[config.mk]
export PLATFORM = sky130hd
export DESIGN_NAME = board_uart_controller
export DESIGN_NICKNAME = d
export VERILOG_FILES = /design/src/rtl/board_uart_pkg.sv /design/src/rtl/board_uart_rx_core.sv /design/src/rtl/board_uart_controller.sv
export SDC_FILE = /design/constraint.sdc
export NUM_CORES = 1
export LEC_CHECK = 0
export ABC_AREA = 0
export BUFFER_PORTS_ARGS = -buffer_cell sky130_fd_sc_hd__buf_4
export CAP_MARGIN = 20
export CORE_MARGIN = 1.5
export CORE_UTILIZATION = 40
export CTS_CLUSTER_SIZE = 10
export DETAILED_ROUTE_END_ITERATION = 16
export GPL_TIMING_DRIVEN = 0
export PLACE_DENSITY = 0.56
export SLEW_MARGIN = 5
export SYNTH_ARGS = -nofsm -noshare
export SYNTH_HDL_FRONTEND = slang
export SYNTH_SLANG_ARGS = --single-unit
[constraint.sdc]
create_clock -name clk -period 6 [get_ports clk]
set_input_delay 0.6 -clock clk [delete_from_list [all_inputs] [get_ports clk]]
set_output_delay 0.6 -clock clk [all_outputs]
set_load 0.01 [all_outputs]
[src/rtl/board_uart_pkg.sv]
// Shared types and frame constants for the board UART responder.
package board_uart_pkg;

   typedef enum logic [2:0] {
      TX_IDLE,
      TX_START,
      TX_DATA,
      TX_STOP,
      TX_DONE
   } tx_state_t;

   typedef enum logic [2:0] {
      RX_IDLE,
      RX_START_CHK,
      RX_DATA,
      RX_STOP_CHK,
      RX_BREAK
   } rx_state_t;

   localparam int   DATA_BITS = 8;
   localparam logic START_LVL = 1'b0;
   localparam logic STOP_LVL  = 1'b1;
   localparam logic IDLE_LVL  = 1'b1;

   localparam int RESP_SEND = 0;
   localparam int RESP_RECV = 1;

endpackage

[src/rtl/board_uart_rx_core.sv]
// Receive core: 2-flop synchronizer, 8N1 receive FSM and mid-bit sampler.
// frame_ok pulses for one cycle in the stop-bit sampling cycle of a good frame.
module board_uart_rx_core
   import board_uart_pkg::*;
#(
   parameter int CLKS_PER_BIT = 434
) (
   input  logic       clk,
   input  logic       reset_n,
   input  logic       rxd,
   output logic [7:0] rx_byte,
   output logic       frame_ok
);

   localparam int             CW       = $clog2(CLKS_PER_BIT);
   localparam logic [CW-1:0]  CNT_MAX  = CW'(CLKS_PER_BIT - 1);
   localparam logic [CW-1:0]  HALF_MAX = CW'(CLKS_PER_BIT / 2 - 1);
   localparam logic [2:0]     LAST_BIT = 3'(DATA_BITS - 1);

   logic          sync1_q, sync1_d;
   logic          sync2_q, sync2_d;
   logic          prev_q, prev_d;
   rx_state_t     state_q, state_d;
   logic [CW-1:0] cnt_q, cnt_d;
   logic [2:0]    bit_q, bit_d;
   logic [7:0]    shift_q, shift_d;

   always_ff @(posedge clk or negedge reset_n) begin
      if (!reset_n) begin
         sync1_q <= IDLE_LVL;
         sync2_q <= IDLE_LVL;
         prev_q  <= IDLE_LVL;
         state_q <= RX_IDLE;
         cnt_q   <= '0;
         bit_q   <= '0;
         shift_q <= '0;
      end else begin
         sync1_q <= sync1_d;
         sync2_q <= sync2_d;
         prev_q  <= prev_d;
         state_q <= state_d;
         cnt_q   <= cnt_d;
         bit_q   <= bit_d;
         shift_q <= shift_d;
      end
   end

   always_comb begin
      sync1_d = rxd;
      sync2_d = sync1_q;
      prev_d  = sync2_q;
      state_d = state_q;
      cnt_d   = cnt_q;
      bit_d   = bit_q;
      shift_d = shift_q;
      case (state_q)
         RX_IDLE: begin
            cnt_d = '0;
            if (prev_q == IDLE_LVL && sync2_q == START_LVL) state_d = RX_START_CHK;
         end
         RX_START_CHK: begin
            // Half-bit resample rejects glitches and aligns later samples to mid-bit.
            if (cnt_q == HALF_MAX) begin
               cnt_d   = '0;
               bit_d   = '0;
               state_d = (sync2_q == START_LVL) ? RX_DATA : RX_IDLE;
            end else begin
               cnt_d = cnt_q + 1'b1;
            end
         end
         RX_DATA: begin
            if (cnt_q == CNT_MAX) begin
               cnt_d   = '0;
               shift_d = {sync2_q, shift_q[7:1]};
               if (bit_q == LAST_BIT) state_d = RX_STOP_CHK;
               else                   bit_d   = bit_q + 1'b1;
            end else begin
               cnt_d = cnt_q + 1'b1;
            end
         end
         RX_STOP_CHK: begin
            if (cnt_q == CNT_MAX) begin
               cnt_d   = '0;
               state_d = (sync2_q == STOP_LVL) ? RX_IDLE : RX_BREAK;
            end else begin
               cnt_d = cnt_q + 1'b1;
            end
         end
         RX_BREAK: begin
            if (sync2_q == IDLE_LVL) state_d = RX_IDLE;
         end
         default: state_d = RX_IDLE;
      endcase
   end

   always_comb begin
      rx_byte  = shift_q;
      frame_ok = (state_q == RX_STOP_CHK) && (cnt_q == CNT_MAX) && (sync2_q == STOP_LVL);
   end

endmodule

[src/rtl/board_uart_controller.sv]
// Board stdio UART responder: TX FSM, receive arming and delivery around the rx core.
// Optional feature: BOARD_UART_RX_HOLD_EN keeps one byte that arrived while unarmed.
module board_uart_controller
   import board_uart_pkg::*;
#(
   parameter int CLKS_PER_BIT = 434
) (
   input  logic       clk,
   input  logic       reset_n,
   input  logic [7:0] UART_BYTE_OUT,
   input  logic       UART_START_SEND,
   input  logic       UART_START_RECEIVE,
   output logic [7:0] UART_BYTE_IN,
   output logic [1:0] UART_RESPONSE,
   output logic       UART_TXD,
   input  logic       UART_RXD
);

   localparam int            CW       = $clog2(CLKS_PER_BIT);
   localparam logic [CW-1:0] CNT_MAX  = CW'(CLKS_PER_BIT - 1);
   localparam logic [2:0]    LAST_BIT = 3'(DATA_BITS - 1);

   logic          send_prev_q, send_prev_d, recv_prev_q, recv_prev_d;
   logic          send_edge, recv_edge;
   tx_state_t     tx_state_q, tx_state_d;
   logic [CW-1:0] tx_cnt_q, tx_cnt_d;
   logic [2:0]    tx_bit_q, tx_bit_d;
   logic [7:0]    tx_shift_q, tx_shift_d;
   logic          txd_q, txd_d;
   logic [1:0]    resp_q, resp_d;
   logic [7:0]    byte_in_q, byte_in_d;
   logic          armed_q, armed_d, armed_eff;
   logic [7:0]    rx_byte;
   logic          frame_ok;
`ifdef BOARD_UART_RX_HOLD_EN
   logic [7:0]    hold_q, hold_d;
   logic          hold_full_q, hold_full_d;
`endif

   board_uart_rx_core #(.CLKS_PER_BIT(CLKS_PER_BIT)) u_rx_core (
      .clk      (clk),
      .reset_n  (reset_n),
      .rxd      (UART_RXD),
      .rx_byte  (rx_byte),
      .frame_ok (frame_ok)
   );

   always_ff @(posedge clk or negedge reset_n) begin
      if (!reset_n) begin
         send_prev_q <= 1'b0;
         recv_prev_q <= 1'b0;
         tx_state_q  <= TX_IDLE;
         tx_cnt_q    <= '0;
         tx_bit_q    <= '0;
         tx_shift_q  <= '0;
         txd_q       <= IDLE_LVL;
         resp_q      <= '0;
         byte_in_q   <= '0;
         armed_q     <= 1'b0;
`ifdef BOARD_UART_RX_HOLD_EN
         hold_q      <= '0;
         hold_full_q <= 1'b0;
`endif
      end else begin
         send_prev_q <= send_prev_d;
         recv_prev_q <= recv_prev_d;
         tx_state_q  <= tx_state_d;
         tx_cnt_q    <= tx_cnt_d;
         tx_bit_q    <= tx_bit_d;
         tx_shift_q  <= tx_shift_d;
         txd_q       <= txd_d;
         resp_q      <= resp_d;
         byte_in_q   <= byte_in_d;
         armed_q     <= armed_d;
`ifdef BOARD_UART_RX_HOLD_EN
         hold_q      <= hold_d;
         hold_full_q <= hold_full_d;
`endif
      end
   end

   always_comb begin
      tx_state_d = tx_state_q;
      tx_cnt_d   = tx_cnt_q;
      tx_bit_d   = tx_bit_q;
      tx_shift_d = tx_shift_q;
      case (tx_state_q)
         TX_IDLE: begin
            tx_cnt_d = '0;
            if (send_edge) begin
               tx_shift_d = UART_BYTE_OUT;
               tx_state_d = TX_START;
            end
         end
         TX_START: begin
            if (tx_cnt_q == CNT_MAX) begin
               tx_cnt_d   = '0;
               tx_bit_d   = '0;
               tx_state_d = TX_DATA;
            end else begin
               tx_cnt_d = tx_cnt_q + 1'b1;
            end
         end
         TX_DATA: begin
            if (tx_cnt_q == CNT_MAX) begin
               tx_cnt_d = '0;
               if (tx_bit_q == LAST_BIT) tx_state_d = TX_STOP;
               else                      tx_bit_d   = tx_bit_q + 1'b1;
            end else begin
               tx_cnt_d = tx_cnt_q + 1'b1;
            end
         end
         TX_STOP: begin
            if (tx_cnt_q == CNT_MAX) begin
               tx_cnt_d   = '0;
               tx_state_d = TX_DONE;
            end else begin
               tx_cnt_d = tx_cnt_q + 1'b1;
            end
         end
         TX_DONE: tx_state_d = TX_IDLE;
         default: tx_state_d = TX_IDLE;
      endcase
   end

   // Line level and done pulse follow the next state so both leave flops.
   always_comb begin
      case (tx_state_d)
         TX_START: txd_d = START_LVL;
         TX_DATA:  txd_d = tx_shift_q[tx_bit_d];
         TX_STOP:  txd_d = STOP_LVL;
         default:  txd_d = IDLE_LVL;
      endcase
      resp_d[RESP_SEND] = (tx_state_d == TX_DONE);
   end

   always_comb begin
      send_prev_d       = UART_START_SEND;
      recv_prev_d       = UART_START_RECEIVE;
      send_edge         = UART_START_SEND & ~send_prev_q;
      recv_edge         = UART_START_RECEIVE & ~recv_prev_q;
      byte_in_d         = byte_in_q;
      armed_d           = armed_q;
      resp_d[RESP_RECV] = 1'b0;
`ifdef BOARD_UART_RX_HOLD_EN
      hold_d      = hold_q;
      hold_full_d = hold_full_q;
      // An arm edge with a held byte consumes it instead of arming.
      armed_eff   = armed_q | (recv_edge & ~hold_full_q);
      if (recv_edge && hold_full_q) begin
         byte_in_d         = hold_q;
         resp_d[RESP_RECV] = 1'b1;
         hold_full_d       = 1'b0;
      end else if (recv_edge) begin
         armed_d = 1'b1;
      end
      if (frame_ok) begin
         if (armed_eff) begin
            byte_in_d         = rx_byte;
            resp_d[RESP_RECV] = 1'b1;
            armed_d           = 1'b0;
         end else begin
            hold_d      = rx_byte;
            hold_full_d = 1'b1;
         end
      end
`else
      armed_eff = armed_q | recv_edge;
      if (recv_edge) armed_d = 1'b1;
      if (frame_ok && armed_eff) begin
         byte_in_d         = rx_byte;
         resp_d[RESP_RECV] = 1'b1;
         armed_d           = 1'b0;
      end
`endif
   end

   assign UART_TXD      = txd_q;
   assign UART_RESPONSE = resp_q;
   assign UART_BYTE_IN  = byte_in_q;

endmodule
==> impl_metrics.ini, run 1 <==
[clocking]
postCtsSetupRepairBufs = 0
clock-sinks = 63
cts_tree = done
ctsLongestPathBuffers = 2
htreeDepth = 3
hold_buffers = 0
clkTransAtPathRegs_ns = 0.08
cts_buffers = 9
cts.repair.resized = 0
clk_latency_ns = 0.35
clockRootBuffer = clkbuf_8

[synthesis]
yosys_most_used_dff = dfrtp_1
netlist.area_leader.share_pct = 50.7
ys_seq_area_share_pct = 54.3
synth-edff-count = 0
synth_nets = 281
yosysTopAreaCell = dfrtp_1
netlist_instances = 260
synth.distinct_cells = 49
syn_avg_cell_area_sq_um = 11.2
synthesis.area_sq_um = 2910
synthTopCellsByArea = dfrtp_1 51%, mux2_2 9.3%, dfstp_2 3.6%, nand2_1 3.5%, ha_1 3.4%
synth_seq_cells = 63
yosys_warnings = 0
synthArstFlopShare_pct = 100

[worst_setup_path]
crit_type = reg2reg
critPathRequiredTime_ns = 6.25
cp-end-kind = register
critPathMaxFanout = 8
startpoint_type = register
cp.arrival_ns = 2.94
ff2ff_path_depth = 9

[route]
firstDrtPassIters = 4
vias = 1986
ant_nets = 0
wl_per_cell_microns = 13.1
viasPerCell = 5.03
drt-total-wl_microns = 5180
route.detailed.drc = 0
dr.first_iter.drc_count = 87

[timing]
min_period_ns = 2.69
max_freq_mhz = 372
finalSetupViolCount = 0
slew_headroom_pct = 34.6
worst_pin_slew_ns = 0.972
setup_slack_ns = 3.31
rsz0062_at_grt = no
finalSetupTns_ns = 0
hold_viol = 0
drv_slew = 0
finClkSkew_ns = 0.0122
finalCritPeriodShare_pct = 44.8

[floorplanning]
dieArea_sq_um = 7810
die_y_microns = 88.4
ioPinCount = 24
chipWidth_microns = 88.4
core_area_sq_um = 6910
initial_core_util_pct = 42.2
rows = 30

[final_layout]
multiInputGateArea_sq_um = 1240
area_delta_synth_final_pct = 16.1
antenna_cells = 0
fill_cells = 675
regArea_sq_um = 1580
drive_above_1_share_pct = 26.4
post-route-util_pct = 49.0
final_area_sq_um = 3380
nets = 315

[global_routing]
grtUsageTotal_pct = 14.7
grt_pass1_vias = 1895
grt_max_degree = 64
antenna_found_initial = 0
grt_pass1_wl_microns = 8760
grt-ovfl-total = 0

[place]
pre_cts_ws_ns = 3.34
dp_hpwl_microns = 3420
dpl_cell_area_sq_um = 3210
portBuffers = 23
gp_congestion = 0.777

[job]
drv_cap = 0

[pwr]
leakagePower_nw = 1.51
powerDensity_nw_per_um2 = 309
vdd_ir_drop_max_mv = 0.148

[outcome]
status = complete, no violations

[min_path]
hold_class = in2async
sequential cells by signal (all words and copies together), names as in the netlist:
signal and cells:
tx_cnt_q 9, u_rx_core.cnt_q 9, UART_BYTE_IN 8, tx_shift_q 8, u_rx_core.rx_byte 8, tx_bit_q 3
tx_state_q 3, u_rx_core.bit_q 3, u_rx_core.state_q 3, UART_RESPONSE 2, UART_TXD 1, armed_q 1
recv_prev_q 1, send_prev_q 1, u_rx_core.prev_d 1, u_rx_core.prev_q 1, u_rx_core.sync1_q 1
per-layer routing:
layer / routed length [microns] / track usage (%) / vias to the layer above
met5: 0 / 0 / -
met4: 117 / 8.10 / 0
met3: 172 / 3.45 / 9
met2: 2180 / 21.0 / 29
met1: 2700 / 20.7 / 945
li1: - / - / 1003
final timing paths:
check                      slack (ns)         startpoint                 to
setup / recovery                 3.31        tx_cnt_q[6]           UART_TXD
setup reg to reg                 3.31        tx_cnt_q[6]           UART_TXD
hold reg to reg                  0.36  u_rx_core.sync1_q   u_rx_core.prev_d
min in group clk                 0.36           UART_RXD  u_rx_core.sync1_q
max in group asynchronous        5.15            reset_n      tx_shift_q[2]
hold / removal                   0.34            reset_n        tx_cnt_q[0]
kinds of logic after synthesis:
group	count (synthesis)	synth area share, %
AND/OR/NAND/NOR	82	13.8
buffers and inverters	21	3.01
AO/OA/AOI/OAI	49	12.1
XOR/XNOR	8	2.40
multiplexers	29	11.0
adder cells (fa/ha/maj)	8	3.44
flip-flops	63	54.3
placed cells by master (no fill, tap or decap), types with 8 or more instances in the layout:
master	n
clkbuf_8	9
ha_1	8
dfrtp_1	59
mux2_2	24
o21ai_0	16
a21oi_1	8
buf_4	23
nor2_1	22
nand2_1	27
inv_1	10
nand3_1	9
clkbuf_1	8
synthesized netlist by cell type (all sizes together) (2+ instances only):
master   n
clkbuf   8
nand3    9
a211oi   3
nor3     2
a21o     2
a22o     4
nand2   27
mux2i    5
nor4     4
xnor2    3
a21oi    8
buf      3
o41ai    4
nor2    22
ha       8
xor2     5
o31ai    2
o21ai   17
or3      2
dfrtp   59
nand4    4
inv     10
nor2b    2
mux2    24
dfstp    4
or4b     3
metrics by stage:
stage	hold slack, ns	total power [W]	cells
floorplan	0.304	0.000665	260
global placement	0.346	0.000719	379
detailed placement	0.354	0.000721	379
CTS	0.353	0.00106	395
global route	0.340	0.00111	395
finish	0.337	0.00104	395
report_power, final:
part / internal (W) / switching, W
Combinational: 0.0000871 / 0.0000995
Clock: 0.000154 / 0.000180
Sequential: 0.000480 / 0.0000443
final cells by class:
type,count,share of cell area [%]
Buffer,11,1.48
Clock buffer,9,3.66
Clock inverter,7,1.59
Inverter,10,1.11
Multi-Input combinational cell,176,36.8
Sequential cell,63,46.7
Tap cell,96,3.55
Timing Repair Buffer,23,5.10
worst max-delay path: stages (launching register included):
cell and delay, ns:
dfrtp_1 0.42, or4b_1 0.52, buf_2 0.19, a2111o_1 0.40
a22o_1 0.26, buf_6 0.14, mux2i_1 0.13, a211oi_2 0.27
a21oi_1 0.07, o221ai_1 0.22
(Power assumes the default switching activity.)
==> run 2: changes to the inputs <==
==> constraint.sdc (replaced) <==
create_clock -name clk -period 2.8 [get_ports clk]
set_input_delay 0.28 -clock clk [delete_from_list [all_inputs] [get_ports clk]]
set_output_delay 0.28 -clock clk [all_outputs]
set_load 0.01 [all_outputs]
==> impl_metrics.ini, run 2 (synthesis gave the netlist of run 1 again) <==
[worst_setup_path]
critPathMaxFanout = 8
cp-end-kind = register
slowest_delay_ns = 0.51
startpoint_type = register
slowest_stage = or4b_1
critPathRequiredTime_ns = 3.06
crit_type = reg2reg
cp.arrival_ns = 2.88
crit_path_cell_trace = or4b_1, buf_2, a2111o_1, a22o_1, buf_6, mux2i_1, a211oi_2, a21oi_1, o221ai_1

[job]
drv_cap = 0

[timing]
max_freq_mhz = 382
setup_slack_ns = 0.180
rsz0062_at_grt = no
finalSetupTns_ns = 0
slew_headroom_pct = 34.6
drv_slew = 0
finalCritPeriodShare_pct = 93.6
finalSetupViolCount = 0
worst_pin_slew_ns = 0.972
hold_viol = 0
finClkSkew_ns = 0.0120
min_period_ns = 2.62

[pwr]
leakagePower_nw = 1.54
vdd_ir_drop_max_mv = 0.317
powerDensity_nw_per_um2 = 653
p_total_w = 0.00224

[floorplanning]
rows = 30
core_area_sq_um = 6910
dieArea_sq_um = 7810
ioPinCount = 24
initial_core_util_pct = 42.2
die_y_microns = 88.4
chipWidth_microns = 88.4

[clocking]
clk_latency_ns = 0.34
clockRootBuffer = clkbuf_8
hold_buffers = 0
ctsLongestPathBuffers = 2
cts_buffers = 9
clkTransAtPathRegs_ns = 0.08
cts_tree = done
cts.repair.resized = 0
htreeDepth = 3
clock-sinks = 63

[route]
route.detailed.drc = 0
dr.first_iter.drc_count = 76
firstDrtPassIters = 4
vias = 2017
viasPerCell = 5.04
wl_per_cell_microns = 13.0
ant_nets = 0
drt-total-wl_microns = 5190

[place]
dp_hpwl_microns = 3420
dpl_cell_area_sq_um = 3210
pre_cts_ws_ns = 0.140
gp_congestion = 0.777
portBuffers = 23

[final_layout]
nets = 320
final_area_sq_um = 3420
final_cell_mix = 59 x dfrtp_1, 28 x buf_4, 27 x nand2_1, 24 x mux2_2, 22 x nor2_1
fill_cells = 677
area_delta_synth_final_pct = 17.4
final_common_cell = dfrtp_1
drive_above_1_share_pct = 27.6
antenna_cells = 0
top_regs = tx_cnt_q (9), u_rx_core.cnt_q (9)

[outcome]
status = complete, no violations

[global_routing]
antenna_found_initial = 0
grt_pass1_vias = 1895
grt_max_degree = 64
grtUsageTotal_pct = 14.7
grt_pass1_wl_microns = 8760
grt-ovfl-total = 0

[min_path]
hold_class = in2async
[run 2: changes by cell type in the layout (fill, tap and decap cells not counted), sizes merged]
cell	change
buf	+5
[run 2: worst paths after layout]
path / from / end / slack [ns] / cells past startpoint
setup reg to reg: tx_cnt_q[6] / UART_TXD / 0.18 / 9
hold reg to reg: u_rx_core.sync1_q / u_rx_core.prev_d / 0.36 / 0
max in group asynchronous: reset_n / tx_shift_q[2] / 2.27 / 1
setup / recovery: tx_cnt_q[6] / UART_TXD / 0.18 / 9
hold / removal: reset_n / tx_cnt_q[0] / 0.01 / 1
min in group clk: UART_RXD / u_rx_core.sync1_q / 0.04 / 1
[run 2: final cells by class]
type,instances,area [sq um],area share (%)
Multi-Input combinational cell,176,1240,36.4
Timing Repair Buffer,28,210,6.14
Clock inverter,7,53.8,1.57
Clock buffer,9,124,3.62
Tap cell,96,120,3.51
Sequential cell,63,1580,46.2
Inverter,10,37.5,1.10
Buffer,11,50.0,1.46
[run 2: report_power, final]
part / internal [W] / switching (W) / leakage (nW) / total [W]
Clock: 0.000330 / 0.000385 / 0.0944 / 0.000714
Sequential: 0.00103 / 0.0000948 / 0.826 / 0.00112
Combinational: 0.000187 / 0.000212 / 0.616 / 0.000399
[run 2: critical path: cells and delay by family, from the launching register on]
family                 cells  cell delay, ns
AND/OR/NAND/NOR            1            0.51
AO/OA/AOI/OAI              5            1.17
buffers and inverters      2            0.32
flip-flops                 1            0.41
multiplexers               1            0.13
[run 2: repair_timing]
item	CTS	global route
hold endpoints to repair	0	0
setup buffers	0	5
endpoints found under the setup margin	0	1
[run 2: per-stage QoR]
step	cells	util [%]	hold slack [ns]
floorplan	260	-	-0.0156
finish	400	49.5	0.0130
CTS	395	49.0	0.0327
global placement	379	46.4	0.346
detailed placement	379	46.4	0.354
global route	400	49.5	0.0202
[run 2: routing by layer]
metal / vias to the layer above / GRT usage, % / part of all wire (%)
met5: - / 0 / 0
met2: 37 / 21.0 / 42
li1: 1016 / - / -
met1: 955 / 20.7 / 52
met4: 0 / 8.10 / 2.3
met3: 9 / 3.45 / 3.5
==> run 3: changes to the inputs <==
--- a/config.mk
+++ b/config.mk
@@ -8,12 +8,14 @@
 export ABC_AREA = 0
 export BUFFER_PORTS_ARGS = -buffer_cell sky130_fd_sc_hd__buf_4
 export CAP_MARGIN = 20
+export CELL_PAD_IN_SITES_DETAIL_PLACEMENT = 0
+export CELL_PAD_IN_SITES_GLOBAL_PLACEMENT = 2
 export CORE_MARGIN = 1.5
-export CORE_UTILIZATION = 40
+export CORE_UTILIZATION = 39
 export CTS_CLUSTER_SIZE = 10
 export DETAILED_ROUTE_END_ITERATION = 16
 export GPL_TIMING_DRIVEN = 0
-export PLACE_DENSITY = 0.56
+export PLACE_DENSITY = 0.77
 export SLEW_MARGIN = 5
 export SYNTH_ARGS = -nofsm -noshare
 export SYNTH_HDL_FRONTEND = slang
==> impl_metrics.ini, run 3 (synthesis gave the netlist of run 1 again) <==
[worst_setup_path]
cp.arrival_ns = 2.88
worstReg2RegStart = tx_cnt_q[6]
crit_path_cell_trace = or4b_1, clkbuf_4, a2111o_1, a22o_1, buf_6, mux2i_1, mux2i_1, a21oi_1, o221ai_1
crit_type = reg2reg
slowest_delay_ns = 0.54
reg2reg_slack_ns = 0.18
cp-end-kind = register
ff2ff_path_depth = 9
reg2reg_to = UART_TXD
critPathMaxFanout = 8
slowest_stage = or4b_1
startpoint_type = register
path_common_cell = mux2i_1
critPathRequiredTime_ns = 3.06

[timing]
finalSetupTns_ns = 0
rsz0062_at_grt = no
min_period_ns = 2.62
finalCritPeriodShare_pct = 93.7
max_freq_mhz = 381
finalSetupViolCount = 0
hold_viol = 0
finClkSkew_ns = 0.0125
slew_headroom_pct = 47.7
worst_pin_slew_ns = 0.785
drv_slew = 0

[global_routing]
grtUsageTotal_pct = 15.6
grt_pass1_vias = 2021
grt_util_met3_pct = 3.97
grt_pass1_wl_microns = 9510
antenna_found_initial = 0
met1_usage_pct = 22.0
grtUsageMet2_pct = 22.5
grt_max_degree = 64
grt-busiest-layer = met2
grt-ovfl-total = 0

[clocking]
cts_tree = done
ctsLongestPathBuffers = 2
cts_buffers = 9
clkTransAtPathRegs_ns = 0.07
clock-sinks = 63
clockRootBuffer = clkbuf_8
htreeDepth = 3
clk_latency_ns = 0.34

[route]
dr.first_iter.drc_count = 77
ant_nets = 0
route.detailed.drc = 0
vias = 2001
firstDrtPassIters = 6
drt-total-wl_microns = 5490
wl_per_cell_microns = 13.6
viasPerCell = 4.97

[pwr]
vdd_ir_drop_max_mv = 0.377
powerDensity_nw_per_um2 = 713
leakagePower_nw = 1.59

[final_layout]
drive_above_1_share_pct = 28.0
area_delta_synth_final_pct = 20.4
nets = 320
final_cell_mix = 59 x dfrtp_1, 27 x nand2_1, 27 x buf_4, 24 x mux2_2, 22 x nor2_1
final_common_cell = dfrtp_1
top_regs = tx_cnt_q (9), u_rx_core.cnt_q (9)
fin_cells = 403
antenna_cells = 0

[floorplanning]
core_area_sq_um = 7250
dieArea_sq_um = 8000
initial_core_util_pct = 40.2
chipWidth_microns = 89.4
ioPinCount = 24
rows = 31
die_y_microns = 89.4

[place]
dp.cells = 382
gp_congestion = 0.720
portBuffers = 23
dp_hpwl_microns = 3540

[job]
drv_cap = 0

[outcome]
status = complete, no violations

[min_path]
hold_class = in2async
## run 3: area by class of cell
type	count	area, sq um
inverter	10	37.5
multi-input combinational	176	1260
sequential	63	1580
clock inverter	7	120
timing repair buffer	28	210
fill	689	3740
tap	99	124
clock buffer	9	124
buffer	11	52.6
## run 3: where the power goes
part / switching, W / internal (W) / leakage (nW)
registers: 0.000100 / 0.00103 / 0.826
logic: 0.000216 / 0.000190 / 0.646
clock network: 0.000374 / 0.000594 / 0.120
## run 3: through the flow
stage,cell area [sq um],util (%),hold WS (ns),setup slack (ns),total power [W]
2_1_floorplan,2910,-,-0.0156,0.319,0.00143
3_3_place_gp,3210,44.3,0.346,0.107,0.00155
4_1_cts,3450,47.6,0.0264,0.0572,0.00254
5_1_grt,3510,48.4,0.0208,0.0193,0.00266
6_report,3510,48.4,0.0196,0.177,0.00250
3_5_place_dp,3210,44.3,0.348,0.0885,0.00155
## run 3: repair_timing
| item | CTS | global route |
|---|---|---|
| hold buffers | 0 | 0 |
| setup buffers | 0 | 4 |
| resized for setup | 0 | 3 |
| setup endpoints to repair | 0 | 1 |
## run 3: worst max path at each step
| stage | from | end | slack (ns) |
|---|---|---|---|
| 2_1_floorplan | tx_cnt_q[6] | UART_TXD | 0.32 |
| 5_1_grt | tx_cnt_q[6] | UART_TXD | 0.02 |
| 3_5_place_dp | tx_cnt_q[6] | UART_TXD | 0.09 |
| 6_report | tx_cnt_q[6] | UART_TXD | 0.18 |
| 4_1_cts | tx_cnt_q[6] | UART_TXD | 0.06 |
| 3_3_place_gp | tx_cnt_q[6] | UART_TXD | 0.11 |
## run 3: worst max-delay path, delay by kind of cell (launching register included)
family          cells  cell delay (ns)
simple gates        1             0.54
flops               1             0.40
buf+inv             2             0.33
compound gates      4             0.92
mux                 2             0.36
## run 3: per-layer routing
| layer | part of all wire [%] | vias up |
|---|---|---|
| met1 | 51 | 949 |
| met2 | 44 | 36 |
| li1 | - | 1007 |
| met4 | 1.5 | 0 |
| met5 | 0 | - |
| met3 | 3.5 | 9 |
